File: config.mk
export PLATFORM = sky130hd
export DESIGN_NAME = uart_rx_buffered
export DESIGN_NICKNAME = d
export VERILOG_FILES = /design/src/rtl/uart_rx_pkg.sv /design/src/rtl/bit_sync.sv /design/src/rtl/uart_rx_frame.sv /design/src/rtl/uart_rx_buffered.sv
export SDC_FILE = /design/constraint.sdc
export NUM_CORES = 1
export LEC_CHECK = 0
export ABC_AREA = 1
export ABC_CLOCK_PERIOD_IN_PS = 8820
export CAP_MARGIN = 20
export CORE_UTILIZATION = 40
export DETAILED_ROUTE_END_ITERATION = 12
export GPL_TIMING_DRIVEN = 1
export PLACE_DENSITY = 0.63
export SLEW_MARGIN = 20
export SYNTH_ARGS = -nofsm -noshare
export SYNTH_HDL_FRONTEND = slang
export SYNTH_HIERARCHICAL = 1
export SYNTH_SLANG_ARGS = --single-unit
File: constraint.sdc
create_clock -name uart_clk -period 8.82 [get_ports uart_clk]
set_clock_uncertainty 0.05 [all_clocks]
set_input_delay 2.205 -clock uart_clk [delete_from_list [all_inputs] [get_ports uart_clk]]
set_output_delay 2.205 -clock uart_clk [all_outputs]
set_load 0.01 [all_outputs]
File: src/rtl/uart_rx_pkg.sv
// Shared types and constants for the buffered UART receive path.
package uart_rx_pkg;

    typedef enum logic [2:0] {
        ST_IDLE,
        ST_START,
        ST_DATA,
        ST_PARITY,
        ST_STOP,
        ST_BRK_WAIT
    } rx_state_e;

    typedef struct packed {
        logic       brk;
        logic       perr;
        logic       ferr;
        logic [7:0] data;
    } rx_entry_t;

    localparam logic [1:0] DBITS_5 = 2'd0;
    localparam logic [1:0] DBITS_6 = 2'd1;
    localparam logic [1:0] DBITS_7 = 2'd2;
    localparam logic [1:0] DBITS_8 = 2'd3;

    // Bit times in one character: start + data + optional parity + stop.
    function automatic logic [3:0] frame_bits(input logic [1:0] dbits, input logic par_en);
        return 4'd7 + {2'b00, dbits} + {3'b000, par_en};
    endfunction

endpackage

File: src/rtl/bit_sync.sv
// Multi-flop synchroniser for a single asynchronous input bit.
module bit_sync #(
    parameter int   STAGES  = 2,
    parameter logic RST_VAL = 1'b0
) (
    input  logic clk,
    input  logic rst_n,
    input  logic din,
    output logic dout
);

    logic [STAGES-1:0] sync_reg;

    always_ff @(posedge clk or negedge rst_n) begin
        if (!rst_n) begin
            sync_reg <= {STAGES{RST_VAL}};
        end else begin
            sync_reg <= {sync_reg[STAGES-2:0], din};
        end
    end

    assign dout = sync_reg[STAGES-1];

endmodule

File: src/rtl/uart_rx_frame.sv
// Oversampled UART frame receiver: start validation, 5-8 data bits, optional parity,
// stop check and break detection. Emits one entry with a single-cycle valid per frame.
module uart_rx_frame
    import uart_rx_pkg::*;
#(
    parameter int OVERSAMPLE = 16
) (
    input  logic       uart_clk,
    input  logic       uart_rst_n,
    input  logic       sample_tick,
    input  logic       rx,
    input  logic [1:0] cfg_data_bits,
    input  logic       cfg_parity_en,
    input  logic       cfg_parity_odd,
    output rx_entry_t  entry,
    output logic       entry_valid,
    output logic [3:0] char_bits,
    output logic       active
);

    localparam int TW = $clog2(OVERSAMPLE);
    localparam logic [TW-1:0] TICK_MID  = TW'(OVERSAMPLE / 2 - 1);
    localparam logic [TW-1:0] TICK_LAST = TW'(OVERSAMPLE - 1);

    rx_state_e      state_reg, state_next;
    logic [TW-1:0]  tick_reg, tick_next;
    logic [2:0]     bit_reg, bit_next;
    logic [7:0]     data_reg, data_next;
    logic           par_reg, par_next;
    logic           perr_reg, perr_next;
    logic [1:0]     dbits_reg, dbits_next;
    logic           pen_reg, pen_next;
    logic           podd_reg, podd_next;
    logic           stop_ferr, stop_brk;

    always_ff @(posedge uart_clk or negedge uart_rst_n) begin
        if (!uart_rst_n) begin
            state_reg <= ST_IDLE;
            tick_reg  <= '0;
            bit_reg   <= '0;
            data_reg  <= '0;
            par_reg   <= 1'b0;
            perr_reg  <= 1'b0;
            dbits_reg <= DBITS_5;
            pen_reg   <= 1'b0;
            podd_reg  <= 1'b0;
        end else begin
            state_reg <= state_next;
            tick_reg  <= tick_next;
            bit_reg   <= bit_next;
            data_reg  <= data_next;
            par_reg   <= par_next;
            perr_reg  <= perr_next;
            dbits_reg <= dbits_next;
            pen_reg   <= pen_next;
            podd_reg  <= podd_next;
        end
    end

    always_comb begin
        state_next  = state_reg;
        tick_next   = tick_reg;
        bit_next    = bit_reg;
        data_next   = data_reg;
        par_next    = par_reg;
        perr_next   = perr_reg;
        dbits_next  = dbits_reg;
        pen_next    = pen_reg;
        podd_next   = podd_reg;
        entry_valid = 1'b0;
        stop_ferr   = 1'b0;
        stop_brk    = 1'b0;

        if (sample_tick) begin
            unique case (state_reg)
                ST_IDLE: begin
                    // Format is frozen here so register writes mid-frame cannot corrupt it.
                    if (!rx) begin
                        state_next = ST_START;
                        tick_next  = '0;
                        bit_next   = '0;
                        data_next  = '0;
                        par_next   = 1'b0;
                        perr_next  = 1'b0;
                        dbits_next = cfg_data_bits;
                        pen_next   = cfg_parity_en;
                        podd_next  = cfg_parity_odd;
                    end
                end
                ST_START: begin
                    if (tick_reg == TICK_MID) begin
                        tick_next  = '0;
                        state_next = rx ? ST_IDLE : ST_DATA;
                    end else begin
                        tick_next = tick_reg + TW'(1);
                    end
                end
                ST_DATA: begin
                    if (tick_reg == TICK_LAST) begin
                        tick_next          = '0;
                        data_next[bit_reg] = rx;
                        if (bit_reg == 3'd4 + {1'b0, dbits_reg}) begin
                            state_next = pen_reg ? ST_PARITY : ST_STOP;
                        end else begin
                            bit_next = bit_reg + 3'd1;
                        end
                    end else begin
                        tick_next = tick_reg + TW'(1);
                    end
                end
                ST_PARITY: begin
                    if (tick_reg == TICK_LAST) begin
                        tick_next  = '0;
                        par_next   = rx;
                        perr_next  = (^data_reg) ^ rx ^ podd_reg;
                        state_next = ST_STOP;
                    end else begin
                        tick_next = tick_reg + TW'(1);
                    end
                end
                ST_STOP: begin
                    if (tick_reg == TICK_LAST) begin
                        tick_next   = '0;
                        entry_valid = 1'b1;
                        stop_ferr   = !rx;
                        // par_reg stays 0 when no parity bit is present.
                        stop_brk    = !rx && (data_reg == 8'h00) && !par_reg;
                        state_next  = stop_brk ? ST_BRK_WAIT : ST_IDLE;
                    end else begin
                        tick_next = tick_reg + TW'(1);
                    end
                end
                ST_BRK_WAIT: begin
                    if (rx) begin
                        state_next = ST_IDLE;
                    end
                end
                default: state_next = ST_IDLE;
            endcase
        end
    end

    always_comb begin
        entry      = '0;
        entry.brk  = stop_brk;
        entry.perr = perr_reg;
        entry.ferr = stop_ferr;
        entry.data = data_reg;
    end

    assign char_bits = frame_bits(dbits_reg, pen_reg);
    assign active    = (state_reg != ST_IDLE);

endmodule

File: src/rtl/uart_rx_buffered.sv
// Buffered UART receiver: synchroniser, frame receiver and a show-ahead FIFO with
// per-character error tags, fill level, threshold, character timeout and sticky overrun.
module uart_rx_buffered
    import uart_rx_pkg::*;
#(
    parameter int  FIFO_DEPTH    = 16,
    parameter int  SYNC_STAGES   = 3,
    parameter int  OVERSAMPLE    = 16,
    parameter int  TIMEOUT_CHARS = 4,
    localparam int LEVEL_W       = $clog2(FIFO_DEPTH + 1)
) (
    input  logic               uart_clk,
    input  logic               uart_rst_n,
    input  logic               sample_tick,
    input  logic               rx_serial,
    input  logic [1:0]         cfg_data_bits,
    input  logic               cfg_parity_en,
    input  logic               cfg_parity_odd,
    input  logic [LEVEL_W-1:0] cfg_rx_thresh,
    input  logic               fifo_reset,
    input  logic               ovr_clr,
    input  logic               rd_en,
    output logic [7:0]         rd_data,
    output logic [2:0]         rd_status,
    output logic               rd_empty,
    output logic [LEVEL_W-1:0] rx_level,
    output logic               rx_thresh_hit,
    output logic               rx_timeout,
    output logic               overrun_error,
    output logic               rx_active
);

    localparam int PTR_W = LEVEL_W - 1;
    localparam int TO_W  = $clog2(TIMEOUT_CHARS * 12 * OVERSAMPLE + 1);

    logic               rx_sync;
    rx_entry_t          frame_entry;
    logic               frame_valid;
    logic [3:0]         char_bits;
    logic               frame_active;

    rx_entry_t          mem [FIFO_DEPTH];
    rx_entry_t          head;
    logic [PTR_W-1:0]   wr_ptr_reg, rd_ptr_reg;
    logic [LEVEL_W-1:0] level_reg;
    logic               ovr_reg;
    logic [TO_W-1:0]    to_cnt_reg;
    logic [TO_W-1:0]    to_limit;
    logic               empty, full, push, pop, drop;

    bit_sync #(
        .STAGES  (SYNC_STAGES),
        .RST_VAL (1'b1)
    ) u_sync (
        .clk   (uart_clk),
        .rst_n (uart_rst_n),
        .din   (rx_serial),
        .dout  (rx_sync)
    );

    uart_rx_frame #(
        .OVERSAMPLE (OVERSAMPLE)
    ) u_frame (
        .uart_clk       (uart_clk),
        .uart_rst_n     (uart_rst_n),
        .sample_tick    (sample_tick),
        .rx             (rx_sync),
        .cfg_data_bits  (cfg_data_bits),
        .cfg_parity_en  (cfg_parity_en),
        .cfg_parity_odd (cfg_parity_odd),
        .entry          (frame_entry),
        .entry_valid    (frame_valid),
        .char_bits      (char_bits),
        .active         (frame_active)
    );

    assign empty = (level_reg == '0);
    assign full  = (level_reg == LEVEL_W'(FIFO_DEPTH));
    assign pop   = rd_en && !empty;
    // A full FIFO still accepts a character when the head leaves in the same cycle.
    assign push  = frame_valid && (!full || pop);
    assign drop  = frame_valid && !push;

    always_ff @(posedge uart_clk) begin
        if (push && !fifo_reset) begin
            mem[wr_ptr_reg] <= frame_entry;
        end
    end

    always_ff @(posedge uart_clk or negedge uart_rst_n) begin
        if (!uart_rst_n) begin
            wr_ptr_reg <= '0;
            rd_ptr_reg <= '0;
            level_reg  <= '0;
        end else if (fifo_reset) begin
            wr_ptr_reg <= '0;
            rd_ptr_reg <= '0;
            level_reg  <= '0;
        end else begin
            if (push) wr_ptr_reg <= wr_ptr_reg + PTR_W'(1);
            if (pop)  rd_ptr_reg <= rd_ptr_reg + PTR_W'(1);
            if (push && !pop) begin
                level_reg <= level_reg + LEVEL_W'(1);
            end else if (pop && !push) begin
                level_reg <= level_reg - LEVEL_W'(1);
            end
        end
    end

    always_ff @(posedge uart_clk or negedge uart_rst_n) begin
        if (!uart_rst_n) begin
            ovr_reg <= 1'b0;
        end else if (drop) begin
            ovr_reg <= 1'b1;
        end else if (ovr_clr || fifo_reset) begin
            ovr_reg <= 1'b0;
        end
    end

    // Timeout length follows the format of the last character received.
    assign to_limit = TO_W'(TIMEOUT_CHARS * OVERSAMPLE) * TO_W'(char_bits);

    always_ff @(posedge uart_clk or negedge uart_rst_n) begin
        if (!uart_rst_n) begin
            to_cnt_reg <= '0;
        end else if (fifo_reset || push || pop || empty) begin
            to_cnt_reg <= '0;
        end else if (sample_tick && !frame_active && (to_cnt_reg < to_limit)) begin
            to_cnt_reg <= to_cnt_reg + TO_W'(1);
        end
    end

    assign head          = mem[rd_ptr_reg];
    assign rd_data       = empty ? 8'h00 : head.data;
    assign rd_status     = empty ? 3'b000 : {head.brk, head.perr, head.ferr};
    assign rd_empty      = empty;
    assign rx_level      = level_reg;
    assign rx_thresh_hit = (cfg_rx_thresh != '0) && (level_reg >= cfg_rx_thresh);
    assign rx_timeout    = (to_cnt_reg >= to_limit);
    assign overrun_error = ovr_reg;
    assign rx_active     = frame_active;

endmodule

==> results.md, run 1 <==
* Count of standard-cell rows at ~60
* Top fanout value on the critical path at 3
* Yosys synthesis warning count at 6
* Netlist Area Pre-Place at about 11,000 um2
* Capturing element of the worst setup path: rx_thresh_hit
* Total vias in the final route at ~7,600
* Number of global-route vias before repair at 7,292
* Startpoint kind of the worst setup timing path: input pin
* Cell depth of the worst flop-to-flop path at 9
* Cells taking the most area after synthesis: sky130_fd_sc_hd__edfxtp_1 49%, sky130_fd_sc_hd__nand2_1 12%, sky130_fd_sc_hd__dfrtp_1 11%
* Sum of buffers and inverters on the critical path at 3
* Setup total negative slack at 0 ns
* Die Width at around 170 um
* Final Routed Wirelength at approximately 24 mm
* Hold Crit Class: flop to flop
* TritonCTS sink count at roughly 230
* Initial cell density of the core at 0.410
* Arrival time at the worst endpoint at approximately 4 ns
* Cts hold-fix bufs at 0
* Nets at ~1,200
* Violations in the final reports: DRC
* Max Transition Viols Final at 0
* Nature of the critical path endpoint: output pin
* Cell accounting for the most synthesized area: sky130_fd_sc_hd__edfxtp_1
* Total nets after synthesis at about 1,100
* Worst Max-Slew Pin Slew at roughly 1.1 ns
* Drt initial violations at 586
* Antenna diode count at 0
* Clock slew at the register clock pins of the worst setup and hold paths at approximately 0.05 ns
* Number of buffers added for setup after CTS at 0
* Maximum level of the CTS H-tree at 1
* Areal power density over the cells at between 200 and 300 nW/um2
* Endpoint required time on the critical path at around 6.6 ns
* Die H at between 150 and 200 um
* Slack of the worst reg-to-reg path at ~5.4 ns
* Clock Root Buffer: sky130_fd_sc_hd__clkbuf_16
* Headroom to the max-slew limit at 0.294
* Via density per instance at roughly 5.2
* Overall die area at approximately 27,000 um2
* Number of failing hold endpoints at the final stage at 0
* Overall overflow remaining after global route at 0
* Core outline area at around 26,000 um2
* Maximum number of buffers from clock root to sink at 3
* Post-synthesis sequential area ratio at 0.612
* Distinct cell type count of the synthesized netlist at 44
* WP depth at 8
* Flip-flop and latch count after synthesis at 227
* Post-route clock period utilization at 0.717
* Clock latency reported for the late side of the worst-skew pair at between 0.5 and 0.6 ns
* Endpoint of the worst-slack reg-to-reg timing path: mem[4][7]$_DFFE_PP_
* Final Critical Period at 6.33 ns
* Slowest cell on the critical path: sky130_fd_sc_hd__clkdlybuf4s50_1
* Post-CTS resize count at 0
* Final setup violation count at 0
* Upper clock frequency limit at about 0.16 GHz
* Max Cap Violations at 0
* Count of input and output buffers at 36
* Ports at 37
* Remaining DRCs at 2
* CTS tree: built
* Highest ir drop seen on vdd at approximately 0.21 mV
* Portion of synthesized cell area occupied by the leading cell type at 0.492
* Detailed placer's ending HPWL at approximately 15 mm
* Number of filler cells placed in the layout at between 2,000 and 2,500
* Max FFs per register at ~180
* End-of-flow core utilization at 0.462
* Global-route wire length before repair at 38.9 mm
* Mapped Cells at ~1,100
* Overall track demand over capacity in global routing at 0.177
* Number of antenna violations at the first check in global routing at 0
* Layout cell share with drive strength beyond 1 at 0.0881
* Worst Setup Path Type: input pin to output pin
* CP max stage delay at 0.55 ns
* Unrepaired setup endpoints after global routing: no
* Pleak at 4.86 nW
* Pin count of the biggest net entering global routing at slightly below 70
* Leading cell types in the layout, fill and taps excluded: 334 x sky130_fd_sc_hd__nand2_1, 176 x sky130_fd_sc_hd__edfxtp_1, 124 x sky130_fd_sc_hd__nand3_1
* Leading cell type in the layout, fill and taps excluded: sky130_fd_sc_hd__nand2_1
* Residual antenna-violating net count after detailed routing at 0
* Launch point of the critical path: cfg_rx_thresh[3]
* Worst reg2reg startpoint: u_frame/tick_reg[0]$_DFFE_PN0P_
* Routed length per placed instance at about 16 um
* CP delay by family, top: buffers and inverters
* Post-synthesis average cell area at about 10 um2
* Status: finished, violations left
* Number of clock buffers inserted by TritonCTS at 26
* Worst path most repeated cell: sky130_fd_sc_hd__clkdlybuf4s50_1
* CP Cell Sequence: clkdlybuf4s50_1 > inv_1 > ha_1 > nand4_1 > o221ai_1 > nor2_1 > a21oi_1 > clkdlybuf4s50_1
* P&R area growth vs syn at 12.9%
* Final Wtd Congestion at slightly above 0.8
* Pre-antenna DRT Iters at 9
through the flow:
step	power [W]	hold slack (ns)	cells	instance area [um2]	worst slack (ns)
final	0.00324	0.306	1459	12100	2.49
after global placement	0.00229	0.296	1410	11300	2.57
after global routing	0.00343	0.313	1459	12100	2.30
after CTS	0.00326	0.308	1458	12100	2.52
after floorplan	0.00197	0.295	1075	10700	3.53
after detailed placement	0.00230	0.300	1411	11300	2.53
layer usage:
| metal | track usage | share of wire |
|---|---|---|
| met1 | 0.250 | 0.47 |
| met4 | 0.0431 | 0.025 |
| met2 | 0.290 | 0.45 |
| met5 | 0 | 0 |
| met3 | 0.0245 | 0.054 |
cells by family (layout without fill, tap and decap cells):
group | after synthesis | after routing | share of synthesized area
AOI/OAI and AO/OA | 102 | 102 | 0.0544
buffers and inverters | 127 | 176 | 0.0533
xor gates and xnor gates | 7 | 7 | 0.00571
DFF | 227 | 227 | 0.612
and+or+nand+nor | 583 | 583 | 0.240
adders and majority gates | 29 | 29 | 0.0345
Yosys cell counts (all sizes together):
| cell | number |
|---|---|
| and3 | 2 |
| xor2 | 4 |
| dfrtp | 48 |
| nand2 | 345 |
| buf | 33 |
| a21o | 1 |
| a211oi | 1 |
| xnor2 | 3 |
| nor2 | 73 |
| nor4 | 2 |
| o311ai | 1 |
| nand3 | 131 |
| nor3 | 20 |
| nand3b | 1 |
| ha | 28 |
| nand4 | 9 |
| edfxtp | 176 |
| clkbuf | 11 |
| o31ai | 11 |
| a31oi | 1 |
| a21oi | 50 |
| o21a | 1 |
| dfstp | 3 |
| fa | 1 |
| o21bai | 2 |
| o22ai | 2 |
| o21ai | 31 |
| o221ai | 1 |
| inv | 83 |
worst register-to-register path, delay by kind of cell, from the launching register on:
kind	cells	cell delay, ns
simple gates	7	2.26
flops	1	0.38
buf+inv	1	0.15
fa+ha+maj	1	0.20
where the power goes:
part	total (W)	switching, W	internal (W)
Combinational	0.00101	0.000655	0.000358
Sequential	0.00126	0.0000732	0.00119
Clock	0.000961	0.000410	0.000551
Total	0.00324	0.00114	0.00210
area by class of cell:
class                      instances  area, um2  area share
sequential                       227       6570       0.542
inverter                          83        312      0.0257
multi-input combinational        721       3630       0.299
clock buffer                      35        694      0.0573
timing repair buffer              46        430      0.0355
clock inverter                    12       67.6     0.00558
tap                              335        419      0.0346
worst min path at each step:
stage          depth (start not counted)                    startpoint                      endpoint  slack [ns]
4_1_cts                                0  u_sync/sync_reg[1]$_DFF_PN1_  u_sync/sync_reg[2]$_DFF_PN1_        0.31
3_3_place_gp                           0  u_sync/sync_reg[1]$_DFF_PN1_  u_sync/sync_reg[2]$_DFF_PN1_        0.30
5_1_grt                                0  u_sync/sync_reg[1]$_DFF_PN1_  u_sync/sync_reg[2]$_DFF_PN1_        0.31
2_1_floorplan                          0  u_sync/sync_reg[0]$_DFF_PN1_  u_sync/sync_reg[1]$_DFF_PN1_        0.30
6_report                               0  u_sync/sync_reg[1]$_DFF_PN1_  u_sync/sync_reg[2]$_DFF_PN1_        0.31
3_5_place_dp                           0  u_sync/sync_reg[1]$_DFF_PN1_  u_sync/sync_reg[2]$_DFF_PN1_        0.30
(Power assumes the default switching activity.)
==> run 2: changes to the inputs <==
--- a/config.mk
+++ b/config.mk
@@ -6,7 +6,7 @@
 export NUM_CORES = 1
 export LEC_CHECK = 0
 export ABC_AREA = 1
-export ABC_CLOCK_PERIOD_IN_PS = 8820
+export ABC_CLOCK_PERIOD_IN_PS = 6580
 export CAP_MARGIN = 20
 export CORE_UTILIZATION = 40
 export DETAILED_ROUTE_END_ITERATION = 12
==> constraint.sdc (replaced) <==
create_clock -name uart_clk -period 6.58 [get_ports uart_clk]
set_clock_uncertainty 0.05 [all_clocks]
set_input_delay 1.645 -clock uart_clk [delete_from_list [all_inputs] [get_ports uart_clk]]
set_output_delay 1.645 -clock uart_clk [all_outputs]
set_load 0.01 [all_outputs]
==> results.md, run 2 (synthesis gave the netlist of run 1 again) <==
* Number of antenna violations at the first check in global routing at 0 (unchanged)
* Count of standard-cell rows at 59 (unchanged)
* TritonCTS sink count at 227 (unchanged)
* Ports at 37 (unchanged)
* Antenna diode count at 0 (unchanged)
* Max Transition Viols Final at 0 (unchanged)
* Number of failing hold endpoints at the final stage at 0 (unchanged)
* Setup slack after layout at 1.37 ns (-1.12 ns)
* Pre-antenna DRT Iters at 9 (unchanged)
* Drt initial violations at 585 (-0.17%)
* Maximum level of the CTS H-tree at 1 (unchanged)
* Detailed placer's ending HPWL at 14.9 mm (+0.98%)
* P&R area growth vs syn at 13.3%
* Top fanout value on the critical path at 3 (unchanged)
* Worst setup slack before clock tree synthesis at 1.37 ns (-1.16 ns)
* Via density per instance at 5.13 (-0.90%)
* Nets at 1,147 (-0.26%)
* Max Cap Violations at 0 (unchanged)
* Arrival time at the worst endpoint at 3.51 ns (-0.56 ns)
* Final Routed Wirelength at 24.1 mm (+1.4%)
* Cts hold-fix bufs at 0 (unchanged)
* Leading cell type in the layout, fill and taps excluded: sky130_fd_sc_hd__nand2_1
* Pleak at 4.86 nW (-0.16%)
* Clock slew at the register clock pins of the worst setup and hold paths at 0.06 ns (about the same)
* Unrepaired setup endpoints after global routing: no
* Nature of the critical path endpoint: output pin
* Remaining DRCs at 4 (+2)
* Final setup violation count at 0 (unchanged)
* Die Width at 166 um (unchanged)
* CTS tree: built
* Violations in the final reports: DRC
* Residual antenna-violating net count after detailed routing at 0 (unchanged)
* Worst Max-Slew Pin Slew at 1.18 ns (+0.127 ns)
* Upper clock frequency limit at around 0.19 GHz
* Clock latency reported for the late side of the worst-skew pair at 0.51 ns (about the same)
* Number of buffers added for setup after CTS at 0 (unchanged)
* Number of filler cells placed in the layout at 2,430 (+0.45%)
* Areal power density over the cells at 366 nW/um2 (+37%)
* Hold Crit Class: flop to flop
* Global-route wire length before repair at 38.3 mm (-1.5%)
* Overall track demand over capacity in global routing at 0.176 (-0.00109)
* Headroom to the max-slew limit at 0.209 (-0.0850)
* Pin count of the biggest net entering global routing at 91 (+34%)
* Layout cell share with drive strength beyond 1 at 0.0903 (+0.00218)
* Count of input and output buffers at 36 (unchanged)
* Highest ir drop seen on vdd at 0.221 mV (+3.6%)
* Clock Root Buffer: sky130_fd_sc_hd__clkbuf_16
* Endpoint required time on the critical path at 4.89 ns (-1.68 ns)
* Leading cell types in the layout, fill and taps excluded: 334 x sky130_fd_sc_hd__nand2_1, 176 x sky130_fd_sc_hd__edfxtp_1, 124 x sky130_fd_sc_hd__nand3_1
* Setup total negative slack at 0 ns (unchanged)
* Startpoint kind of the worst setup timing path: input pin
* Die H at 166 um (unchanged)
* Final Wtd Congestion at 0.846 (+1.8%)
* Worst Setup Path Type: input pin to output pin
* Post-CTS resize count at 0 (unchanged)
* Core outline area at 26,200 um2 (unchanged)
* Status: finished, violations left
* Maximum number of buffers from clock root to sink at 3 (unchanged)
* Post-route clock period utilization at 0.792
* Initial cell density of the core at 0.410 (unchanged)
* Total vias in the final route at 7,460 (-1.2%)
* Overall die area at 27,500 um2 (unchanged)
* Routed length per placed instance at 16.6 um (+1.8%)
* Overall overflow remaining after global route at 0 (unchanged)
* Number of clock buffers inserted by TritonCTS at 24 (-7.7%)
* Max FFs per register at 176 (unchanged)
* Final Critical Period at between 5 and 6 ns
* Number of global-route vias before repair at 7,011 (-3.9%)
==> run 2: cell types whose count changed in the layout (fill, tap and decap cells not counted), sizes merged <==
cell / change
buf: -1
clkbuf: -9
bufinv: +4
clkinvlp: +3
clkinv: -2
==> run 2: where the power goes <==
group	internal, W	leakage [nW]	switching, W	total [W]
Sequential	0.00159	2.40	0.0000896	0.00168
Combinational	0.000484	2.06	0.000904	0.00139
Clock	0.000830	0.389	0.000554	0.00138
==> run 2: path summary, 6_finish.rpt <==
path	from	to	slack (ns)	cells past startpoint
worst max-delay path	cfg_rx_thresh[3]	rx_thresh_hit	1.37	8
worst min-delay path	u_sync/sync_reg[0]$_DFF_PN1_	u_sync/sync_reg[1]$_DFF_PN1_	0.31	0
worst max register to register	u_frame/tick_reg[0]$_DFFE_PN0P_	mem[14][7]$_DFFE_PP_	3.09	9
worst min register to register	u_sync/sync_reg[0]$_DFF_PN1_	u_sync/sync_reg[1]$_DFF_PN1_	0.31	0
max in group asynchronous	uart_rst_n	rd_ptr_reg[1]$_DFFE_PN0P_	4.79	2
min in group asynchronous	uart_rst_n	u_frame/bit_reg[2]$_DFFE_PN0P_	1.20	2
==> run 2: worst max-delay path: stages <==
cell	delay, ns
sky130_fd_sc_hd__clkdlybuf4s50_1	0.48
sky130_fd_sc_hd__inv_1	0.05
sky130_fd_sc_hd__ha_1	0.32
sky130_fd_sc_hd__nand4_1	0.11
sky130_fd_sc_hd__o221ai_1	0.19
sky130_fd_sc_hd__nor2_1	0.06
sky130_fd_sc_hd__a21oi_1	0.11
sky130_fd_sc_hd__clkdlybuf4s50_1	0.55
==> run 2: final cells by class <==
| class | instances | area, um2 | share of cell area |
|---|---|---|---|
| Clock inverter | 17 | 210 | 0.0173 |
| Tap cell | 335 | 419 | 0.0345 |
| Inverter | 83 | 312 | 0.0256 |
| Sequential cell | 227 | 6570 | 0.540 |
| Timing Repair Buffer | 45 | 423 | 0.0348 |
| Clock buffer | 26 | 608 | 0.0500 |
| Multi-Input combinational cell | 721 | 3620 | 0.298 |
==> run 2: layer usage <==
layer | part of all wire | GRT usage
met4 | 0.023 | 0.0443
met1 | 0.46 | 0.250
met2 | 0.47 | 0.288
met5 | 0 | 0
met3 | 0.046 | 0.0219
==> run 2: metrics by stage <==
stage	util	std cells	area [um2]	hold slack [ns]	power, W
floorplan	-	1075	10700	0.295	0.00264
global placement	0.432	1410	11300	0.297	0.00308
detailed placement	0.432	1410	11300	0.298	0.00310
CTS	0.464	1453	12200	0.307	0.00449
global route	0.464	1454	12200	0.308	0.00470
finish	0.464	1454	12200	0.306	0.00445
